`config.mk`:
```
export PLATFORM = sky130hd
export DESIGN_NAME = bank_cmd_arbiter
export DESIGN_NICKNAME = d
export VERILOG_FILES = /design/src/rtl/bank_arb_pkg.sv /design/src/rtl/timing_down_counter.sv /design/src/rtl/bank_cmd_arbiter.sv
export SDC_FILE = /design/constraint.sdc
export NUM_CORES = 1
export LEC_CHECK = 0
export CORE_MARGIN = 1.5
export CORE_UTILIZATION = 44
export CTS_CLUSTER_SIZE = 30
export DETAILED_ROUTE_END_ITERATION = 10
export DONT_BUFFER_PORTS = 1
export GPL_TIMING_DRIVEN = 1
export PLACE_DENSITY = 0.61
export SYNTH_ARGS = -nofsm -noshare
export SYNTH_HDL_FRONTEND = slang
export SYNTH_HIERARCHICAL = 1
export SYNTH_SLANG_ARGS = --single-unit
```
`constraint.sdc`:
```
create_clock -name sys_clk -period 4.8 [get_ports sys_clk]
set_input_delay 0.48 -clock sys_clk [delete_from_list [all_inputs] [get_ports sys_clk]]
set_output_delay 0.48 -clock sys_clk [all_outputs]
set_load 0.1 [all_outputs]
```
`src/rtl/bank_arb_pkg.sv`:
```
// Shared types and helpers for the bank command arbiter: command classes,
// the per-request classifier and the spacing-counter load rule.
package bank_arb_pkg;

   localparam int TCNT_W = 8;

   typedef enum logic [1:0] {
      ACT,
      PRE,
      RD,
      WR
   } cmd_class_t;

   // Anything that is not an activate, precharge, read or write is always eligible,
   // so it is folded into the PRE class.
   function automatic cmd_class_t classify(
      input logic cas,
      input logic ras,
      input logic we,
      input logic is_read,
      input logic is_write
   );
      if (ras & ~cas & ~we)      return ACT;
      else if (ras & we & ~cas)  return PRE;
      else if (is_read)          return RD;
      else if (is_write)         return WR;
      return PRE;
   endfunction

   function automatic logic [TCNT_W-1:0] tcnt_load(input logic [TCNT_W-1:0] cfg);
      return (cfg >= TCNT_W'(2)) ? (cfg - TCNT_W'(1)) : '0;
   endfunction

endpackage

```
`src/rtl/timing_down_counter.sv`:
```
// Inter-bank spacing counter: reloads on a trigger, counts down to zero,
// and reports ok while the count is zero.
module timing_down_counter
   import bank_arb_pkg::*;
(
   input  logic              sys_clk,
   input  logic              sys_rst_n,
   input  logic              load,
   input  logic [TCNT_W-1:0] cfg,
   output logic              ok
);

   logic [TCNT_W-1:0] count;

   // NOTE: sequential state uses <= so every flop samples pre-edge values.
   always_ff @(posedge sys_clk or negedge sys_rst_n) begin
      if (!sys_rst_n) begin
         count <= '0;
      end else if (load) begin
         count <= tcnt_load(cfg);
      end else if (count != '0) begin
         count <= count - 1'b1;
      end
   end

   assign ok = (count == '0);

endmodule

```
`src/rtl/bank_cmd_arbiter.sv`:
```
// Round-robin DRAM command scheduler with tRRD/tWTR/tRTW spacing and an optional
// four-activate window ring enabled by defining BANK_ARB_TFAW_EN.
module bank_cmd_arbiter
   import bank_arb_pkg::*;
#(
   parameter int NBANKS = 8,
   parameter int ABITS  = 17,
   parameter int BABITS = $clog2(NBANKS)
) (
   input  logic                    sys_clk,
   input  logic                    sys_rst_n,
   input  logic [NBANKS-1:0]       bm_cmd_valid,
   output logic [NBANKS-1:0]       bm_cmd_ready,
   input  logic [NBANKS*ABITS-1:0] bm_cmd_a,
   input  logic [NBANKS-1:0]       bm_cmd_cas,
   input  logic [NBANKS-1:0]       bm_cmd_ras,
   input  logic [NBANKS-1:0]       bm_cmd_we,
   input  logic [NBANKS-1:0]       bm_cmd_is_cmd,
   input  logic [NBANKS-1:0]       bm_cmd_is_read,
   input  logic [NBANKS-1:0]       bm_cmd_is_write,
   output logic                    out_valid,
   input  logic                    out_ready,
   output logic [ABITS-1:0]        out_a,
   output logic [BABITS-1:0]       out_ba,
   output logic                    out_cas,
   output logic                    out_ras,
   output logic                    out_we,
   output logic                    out_is_cmd,
   output logic                    out_is_read,
   output logic                    out_is_write,
   input  logic [7:0]              cfg_tRRD,
   input  logic [7:0]              cfg_tFAW,
   input  logic [7:0]              cfg_tWTR,
   input  logic [7:0]              cfg_tRTW
);

   // First requester strictly after ptr, cyclically; MSB of the result flags a hit.
   function automatic logic [BABITS:0] rr_pick(
      input logic [NBANKS-1:0] req,
      input logic [BABITS-1:0] ptr
   );
      logic [BABITS:0]   res;
      logic [BABITS-1:0] idx;
      res = '0;
      for (int k = NBANKS; k >= 1; k--) begin
         idx = ptr + BABITS'(k);
         if (req[idx]) res = {1'b1, idx};
      end
      return res;
   endfunction

   logic              rrd_ok, faw_ok, wtr_ok, rtw_ok;
   logic [NBANKS-1:0] elig;
   logic [BABITS-1:0] rr_ptr;
   logic [BABITS-1:0] winner;
   logic              found;
   logic              load;
   logic              grant;
   cmd_class_t        win_cls;
   logic [ABITS-1:0]  win_a;
   logic              act_acc, rd_acc, wr_acc;

   for (genvar i = 0; i < NBANKS; i++) begin : g_elig
      cmd_class_t cls;
      assign cls = classify(bm_cmd_cas[i], bm_cmd_ras[i], bm_cmd_we[i],
                            bm_cmd_is_read[i], bm_cmd_is_write[i]);
      assign elig[i] = bm_cmd_valid[i] &
                       ((cls == ACT) ? (rrd_ok & faw_ok) :
                        (cls == RD)  ? wtr_ok :
                        (cls == WR)  ? rtw_ok : 1'b1);
   end

   assign {found, winner} = rr_pick(elig, rr_ptr);
   assign load  = ~out_valid | out_ready;
   // Gated by reset so no bank sees an accept while the stage is held cleared.
   assign grant = sys_rst_n & load & found;

   // NOTE: every always_comb output gets a default first so no latch is inferred.
   always_comb begin
      bm_cmd_ready = '0;
      if (grant) bm_cmd_ready[winner] = 1'b1;
   end

   assign win_a   = bm_cmd_a[int'(winner)*ABITS +: ABITS];
   assign win_cls = classify(bm_cmd_cas[winner], bm_cmd_ras[winner], bm_cmd_we[winner],
                             bm_cmd_is_read[winner], bm_cmd_is_write[winner]);

   // Spacing is measured from acceptance at the bank, not departure from the stage.
   assign act_acc = grant & (win_cls == ACT);
   assign rd_acc  = grant & (win_cls == RD);
   assign wr_acc  = grant & (win_cls == WR);

   timing_down_counter u_rrd (
      .sys_clk   (sys_clk),
      .sys_rst_n (sys_rst_n),
      .load      (act_acc),
      .cfg       (cfg_tRRD),
      .ok        (rrd_ok)
   );

   timing_down_counter u_wtr (
      .sys_clk   (sys_clk),
      .sys_rst_n (sys_rst_n),
      .load      (wr_acc),
      .cfg       (cfg_tWTR),
      .ok        (wtr_ok)
   );

   timing_down_counter u_rtw (
      .sys_clk   (sys_clk),
      .sys_rst_n (sys_rst_n),
      .load      (rd_acc),
      .cfg       (cfg_tRTW),
      .ok        (rtw_ok)
   );

`ifdef BANK_ARB_TFAW_EN
   logic [1:0] faw_idx;
   logic [3:0] faw_ok_vec;

   // Ring of four windows; faw_idx points at the oldest activate.
   for (genvar j = 0; j < 4; j++) begin : g_faw
      timing_down_counter u_faw (
         .sys_clk   (sys_clk),
         .sys_rst_n (sys_rst_n),
         .load      (act_acc & (faw_idx == 2'(j))),
         .cfg       (cfg_tFAW),
         .ok        (faw_ok_vec[j])
      );
   end

   assign faw_ok = faw_ok_vec[faw_idx];

   always_ff @(posedge sys_clk or negedge sys_rst_n) begin
      if (!sys_rst_n) begin
         faw_idx <= '0;
      end else if (act_acc) begin
         faw_idx <= faw_idx + 2'd1;
      end
   end
`else
   logic unused_tfaw;
   assign unused_tfaw = ^cfg_tFAW;
   assign faw_ok      = 1'b1;
`endif

   always_ff @(posedge sys_clk or negedge sys_rst_n) begin
      if (!sys_rst_n) begin
         out_valid    <= 1'b0;
         out_a        <= '0;
         out_ba       <= '0;
         out_cas      <= 1'b0;
         out_ras      <= 1'b0;
         out_we       <= 1'b0;
         out_is_cmd   <= 1'b0;
         out_is_read  <= 1'b0;
         out_is_write <= 1'b0;
         rr_ptr       <= BABITS'(NBANKS - 1);
      end else if (load) begin
         out_valid <= grant;
         if (grant) begin
            out_a        <= win_a;
            out_ba       <= winner;
            out_cas      <= bm_cmd_cas[winner];
            out_ras      <= bm_cmd_ras[winner];
            out_we       <= bm_cmd_we[winner];
            out_is_cmd   <= bm_cmd_is_cmd[winner];
            out_is_read  <= bm_cmd_is_read[winner];
            out_is_write <= bm_cmd_is_write[winner];
            rr_ptr       <= winner;
         end
      end
   end

endmodule

```
==> results of run 1 <==
-- placed cells by master (no fill, tap or decap), types with 8 or more instances in the layout --
master,instances
mux2i_1,46
o221ai_1,14
xnor2_1,15
mux2_2,8
buf_12,13
nor3_1,18
dfrtp_1,51
mux2_4,18
nand2_1,71
nor2_1,37
o22a_1,8
nor2_4,8
ha_1,9
a21oi_1,32
o22ai_2,12
mux4_2,14
buf_6,30
a221oi_1,10
o22ai_1,8
buf_4,138
nand3_1,14
nor2b_1,13
inv_1,34
o21ai_0,11
-- timing repair --
action | 4_1_cts | 5_1_grt
setup endpoints to repair | 43 | 51
cloned | 4 | 1
endpoints found under the hold margin | 51 | 2
setup buffers | 44 | 21
gates resized for setup | 78 | 85
pin swaps | 39 | 31
hold buffers | 2 | 1
-- logic make-up (layout without fill, tap and decap cells) --
logic type,Yosys count,count (layout)
AOI/OAI and AO/OA,205,205
xor gates and xnor gates,21,21
adders and majority gates,11,11
buffers and inverters,92,241
DFF,54,54
muxes,94,94
other,0,1
and+or+nand+nor,236,238
-- final timing paths --
| path | end | slack, ns | depth (start not counted) |
|---|---|---|---|
| hold / removal | out_a[16]$_DFFE_PN0P_ | 0.03 | 1 |
| setup / recovery | u_wtr/count[6]$_DFFE_PN0P_ | -0.22 | 24 |
| hold reg to reg | u_wtr/count[7]$_DFFE_PN0P_ | 0.64 | 2 |
| setup reg to reg | u_wtr/count[6]$_DFFE_PN0P_ | -0.22 | 24 |
| max in group asynchronous | rr_ptr[1]$_DFFE_PN1P_ | 4.06 | 1 |
| min in group sys_clk | u_rtw/count[0]$_DFFE_PN0P_ | 0.27 | 1 |
-- cell type report --
class                      count  area, um2
tap                          176      220.2
timing repair buffer         189       1802
sequential                    54       1355
clock inverter                 3      18.77
antenna                        1      2.502
fill                        1071       4568
multi-input combinational    569       4980
clock buffer                   5      125.1
inverter                      44      171.4
-- worst max-delay path: stages (launching register included) --
cell and delay (ns):
dfrtp_1 0.39, inv_2 0.08, ha_4 0.13, or4b_4 0.46
nand2b_4 0.17, clkinvlp_4 0.17, buf_6 0.12, nor2b_2 0.03
o211ai_1 0.17, o311a_1 0.29, mux2_4 0.21, nor2_2 0.04
mux4_2 0.55, a2111oi_4 0.33, buf_4 0.20, nor3_4 0.05
buf_6 0.13, buf_4 0.14, mux2i_1 0.15, mux2_4 0.30
a21oi_4 0.13, nor3b_4 0.25, buf_6 0.19, buf_6 0.11
o22ai_1 0.08
-- metrics by stage --
step / worst slack (ns) / utilization, % / hold WS [ns] / cells
final: -0.2154 / 65.50 / 0.02812 / 1041
after global routing: -0.3758 / 65.50 / 0.03791 / 1041
after CTS: -0.1630 / 60.97 / 0.006535 / 1018
after detailed placement: -0.3684 / 54.13 / 0.1862 / 961
after global placement: -0.3199 / 54.13 / 0.1864 / 961
after floorplan: -0.2908 / - / 0.1844 / 713
-- state kept, by name (all words and copies together) (netlist names) --
name,flops
out_a,17
u_rrd/count,8
u_rtw/count,8
u_wtr/count,8
out_ba,3
rr_ptr,3
out_cas,1
out_is_cmd,1
out_is_read,1
out_is_write,1
out_ras,1
out_valid,1
out_we,1
-- per-layer routing --
layer  GRT usage (%)  up-vias  share of wire (%)
li1                -     3004                  -
met1           39.03     3254                 38
met2           54.45      319                 51
met3           5.371       68                6.9
met4           12.20        0                4.2
met5               0        -                  0
==> flow_summary.json, run 1 <==
{
  "status": "finished, violations left",
  "failed_checks": "negative setup slack",
  "maxCapViolCount": 0,
  "cts_buffer_depth": 2,
  "avgViaCountPerCell": 6.383,
  "place_congestion": 0.9118,
  "muxShareOfSynthArea_pct": 19.78,
  "synth-edff-count": 0,
  "htreeDepth": 2,
  "cp-end-kind": "register",
  "yosysUniqueCellTypes": 74,
  "synthTopCellsByArea": "dfrtp_1 (21%), mux2i_1 (8.7%), mux4_2 (5.3%)",
  "period_share_pct": 104.5,
  "yosys_register_bits": 54,
  "drive_gt1_share_pct": 41.44,
  "num_vias": 6645,
  "synth-compound-area-share_pct": 25.52,
  "ios": 262,
  "drc_errors": 0,
  "cp_data_required_time_ns": 4.99,
  "initial_core_util_pct": 45.24,
  "slew_viol_final": 0,
  "cts.sinks": 54,
  "tns_ns": -4.478,
  "yosysMostFrequentCell": "nand2_1",
  "synth_fa_ha_area_share_pct": 2.297,
  "cts_tree": "yes",
  "yosysSeqAreaShare_pct": 22.62,
  "syn_nets": 951,
  "dr.pass1.iters": 5,
  "synth_ff_type": "dfrtp_1",
  "fmax_mhz": 199.4,
  "antenna_found_initial": 1,
  "grt-ovfl-total": 0,
  "setup_viol": 33,
  "synth_top_area_share_pct": 21.30,
  "r2r-start": "u_rtw/count[0]$_DFFE_PN0P_",
  "final_area_um2": 8675,
  "synth_top_family_by_area": "compound AO/OA/AOI/OAI gates",
  "startpoint_type": "register",
  "wl_per_cell_um": 23.19,
  "yosysTopAreaCell": "dfrtp_1",
  "io_buffers": 0,
  "synth_common_cells": "nand2_1 (82), mux2i_1 (52), dfrtp_1 (51)",
  "grt_setup_unrepaired": "yes",
  "synth_xor_xnor_area_share_pct": 3.070,
  "grt_max_degree": 52,
  "die_y_um": 119.7,
  "wl_um": 24140,
  "crit_type": "register to register",
  "finalCriticalPeriod_ns": 5.015,
  "grt_first_pass_wirelength_um": 34930,
  "worst_slew_pin_slew_ns": 0.9934,
  "syn_inst": 713,
  "yosys.area_share.simple_pct": 19.88,
  "finalWorstSetupSlack_ns": -0.2154,
  "num_rows": 42,
  "layout-area-overhead-vs-synth_pct": 44.80,
  "layout.nets": 1101,
  "ant_nets": 0,
  "numCtsBuffers": 5,
  "async_flop_share_pct": 100.0,
  "initialDrtViolationCount": 531,
  "dp_hpwl_um": 17360,
  "clock_latency_ns": 0.31,
  "hold_class": "primary input to async pin",
  "hold_violations": 0,
  "yosysWarnings": 6,
  "skew_ns": 0.01227,
  "grt_pass1_vias": 6479,
  "cp_max_fo": 8,
  "path_clk_slew_ns": 0.08,
  "core-area_um2": 13240,
  "post_dp_cell_area_um2": 7168,
  "track_usage_pct": 31.44,
  "max_slew_margin_pct": 33.77,
  "syn_avg_cell_area_um2": 8.402,
  "cp.arrival_ns": 5.20,
  "die_area_um2": 14320,
  "cts_root_buf": "clkbuf_16",
  "fp.dieW_um": 119.7,
  "syn_area_um2": 5991,
  "startpoint": "u_rtw/count[0]$_DFFE_PN0P_"
}
Power of run 1 is left out: the tool's default activity adds up to more than one toggle a clock period on the data nets, which glitch-free logic cannot reach.
==> run 2: changes to the inputs <==
Settings changed: CORE_MARGIN 1.5 to default, CORE_UTILIZATION 44 to 25, PLACE_DENSITY 0.61 to 0.4.
==> flow_summary.json, run 2 (synthesis results as in run 1) <==
{
  "status": "finished, violations left",
  "failed_checks": "negative setup slack",
  "cp-end-kind": "output port",
  "num_rows": 56,
  "final_common_cell": "buf_4",
  "drive_gt1_share_pct": 40.16,
  "stdcell_count": 1175,
  "finalWorstSetupSlack_ns": -0.1526,
  "avgViaCountPerCell": 5.452,
  "wl_per_cell_um": 22.29,
  "die_area_um2": 24590,
  "layout.nets": 1091,
  "hold_violations": 0,
  "skew_ns": 0.004738,
  "worst_slew_pin_slew_ns": 1.039,
  "startpoint_type": "register",
  "core-area_um2": 23470,
  "fp.dieW_um": 156.8,
  "drc_errors": 0,
  "r2r_cells": 24,
  "grt_setup_unrepaired": "yes",
  "cts.sinks": 54,
  "cp.arrival_ns": 4.47,
  "path_clk_slew_ns": 0.08,
  "dp_hpwl_um": 19630,
  "clock_latency_ns": 0.31,
  "num_vias": 6406,
  "hold_class": "primary input to async pin",
  "maxCapViolCount": 0,
  "layout-area-overhead-vs-synth_pct": 45.68,
  "ios": 262,
  "cts_buffer_depth": 2,
  "dpl.cell_count": 1102,
  "regMostFlops": "out_a",
  "grt_first_pass_wirelength_um": 37900,
  "cts_root_buf": "clkbuf_16",
  "fmax_mhz": 201.9,
  "track_usage_pct": 20.74,
  "cp_data_required_time_ns": 4.32,
  "dr.pass1.iters": 5,
  "die_y_um": 156.8,
  "ant_nets": 0,
  "max_slew_margin_pct": 30.71,
  "place_congestion": 0.8994,
  "startpoint": "u_rtw/count[1]$_DFFE_PN0P_",
  "htreeDepth": 2,
  "grt-ovfl-total": 0,
  "grt_pass1_vias": 6451,
  "crit_type": "register to output port",
  "finalCriticalPeriod_ns": 4.953,
  "numCtsBuffers": 5,
  "cts_tree": "yes",
  "final_cell_mix": "buf_4 (138), nand2_1 (72), dfrtp_1 (51)",
  "cp_max_fo": 7,
  "io_buffers": 0,
  "r2r-start": "u_rtw/count[1]$_DFFE_PN0P_",
  "slew_viol_final": 0,
  "largest_reg_flops": 17,
  "initial_core_util_pct": 25.52,
  "period_share_pct": 103.2,
  "grt_max_degree": 52,
  "setup_viol": 30,
  "initialDrtViolationCount": 359,
  "antenna_found_initial": 3,
  "wl_um": 26200
}
==> run 2: worst paths after layout <==
| check | end | slack, ns |
|---|---|---|
| max in group asynchronous | rr_ptr[1]$_DFFE_PN1P_ | 4.08 |
| hold reg to reg | u_rtw/count[5]$_DFFE_PN0P_ | 0.64 |
| hold / removal | out_a[8]$_DFFE_PN0P_ | 0.03 |
| setup / recovery | bm_cmd_ready[2] | -0.15 |
| setup reg to reg | u_wtr/count[3]$_DFFE_PN0P_ | -0.15 |
| min in group sys_clk | u_rrd/count[0]$_DFFE_PN0P_ | 0.27 |
==> run 2: routing by layer <==
layer  up-vias  share of wire (%)  global-route usage, %
met1      3119                 39                  24.08
met4         0                4.4                  9.384
met3        58                5.9                  4.209
li1       2981                  -                      -
met2       248                 50                  36.47
met5         -                  0                      0
==> run 2: per-stage QoR <==
step	setup WS (ns)	area, um2	hold slack (ns)	util, %	setup TNS (ns)
6_report	-0.1526	8727	0.02667	37.18	-2.915
2_1_floorplan	-0.2908	6206	0.1844	-	-0.5316
3_5_place_dp	-0.3572	7347	0.1861	31.30	-10.67
4_1_cts	-0.1141	8288	0.002265	35.31	-1.472
5_1_grt	-0.3795	8725	0.04211	37.17	-10.33
3_3_place_gp	-0.2658	7347	0.1858	31.30	-7.062
==> run 2: final cells by class <==
class,instances,area [um2]
Sequential cell,54,1355
Tap cell,319,399.1
Inverter,44,173.9
Fill cell,2362,14750
Clock buffer,6,128.9
Antenna cell,2,5.005
Multi-Input combinational cell,567,4916
Clock inverter,2,37.54
Timing Repair Buffer,181,1712
==> run 2: worst max-delay path, stage by stage (launching register included) <==
cell and delay [ns]:
dfrtp_1 0.41, inv_2 0.09, ha_4 0.13, or4b_4 0.46, nand2b_4 0.17, clkinvlp_4 0.13, buf_6 0.12, nor2b_1 0.04
o221ai_1 0.17, and3_4 0.28, mux2i_2 0.09, and2_1 0.15, mux4_2 0.54, a41o_1 0.33, or3_4 0.44, buf_6 0.15
buf_12 0.13, nand2_8 0.09, nor3_4 0.05, buf_12 0.17
==> run 2: timing repair <==
action	4_1_cts	5_1_grt
setup endpoints to repair	47	51
cloned	2	0
buffers inserted	45	15
gates resized for setup	84	64
pin swaps	27	35
hold buffers	1	1
hold endpoints to repair	51	3
Power of run 2 is left out for the same reason.
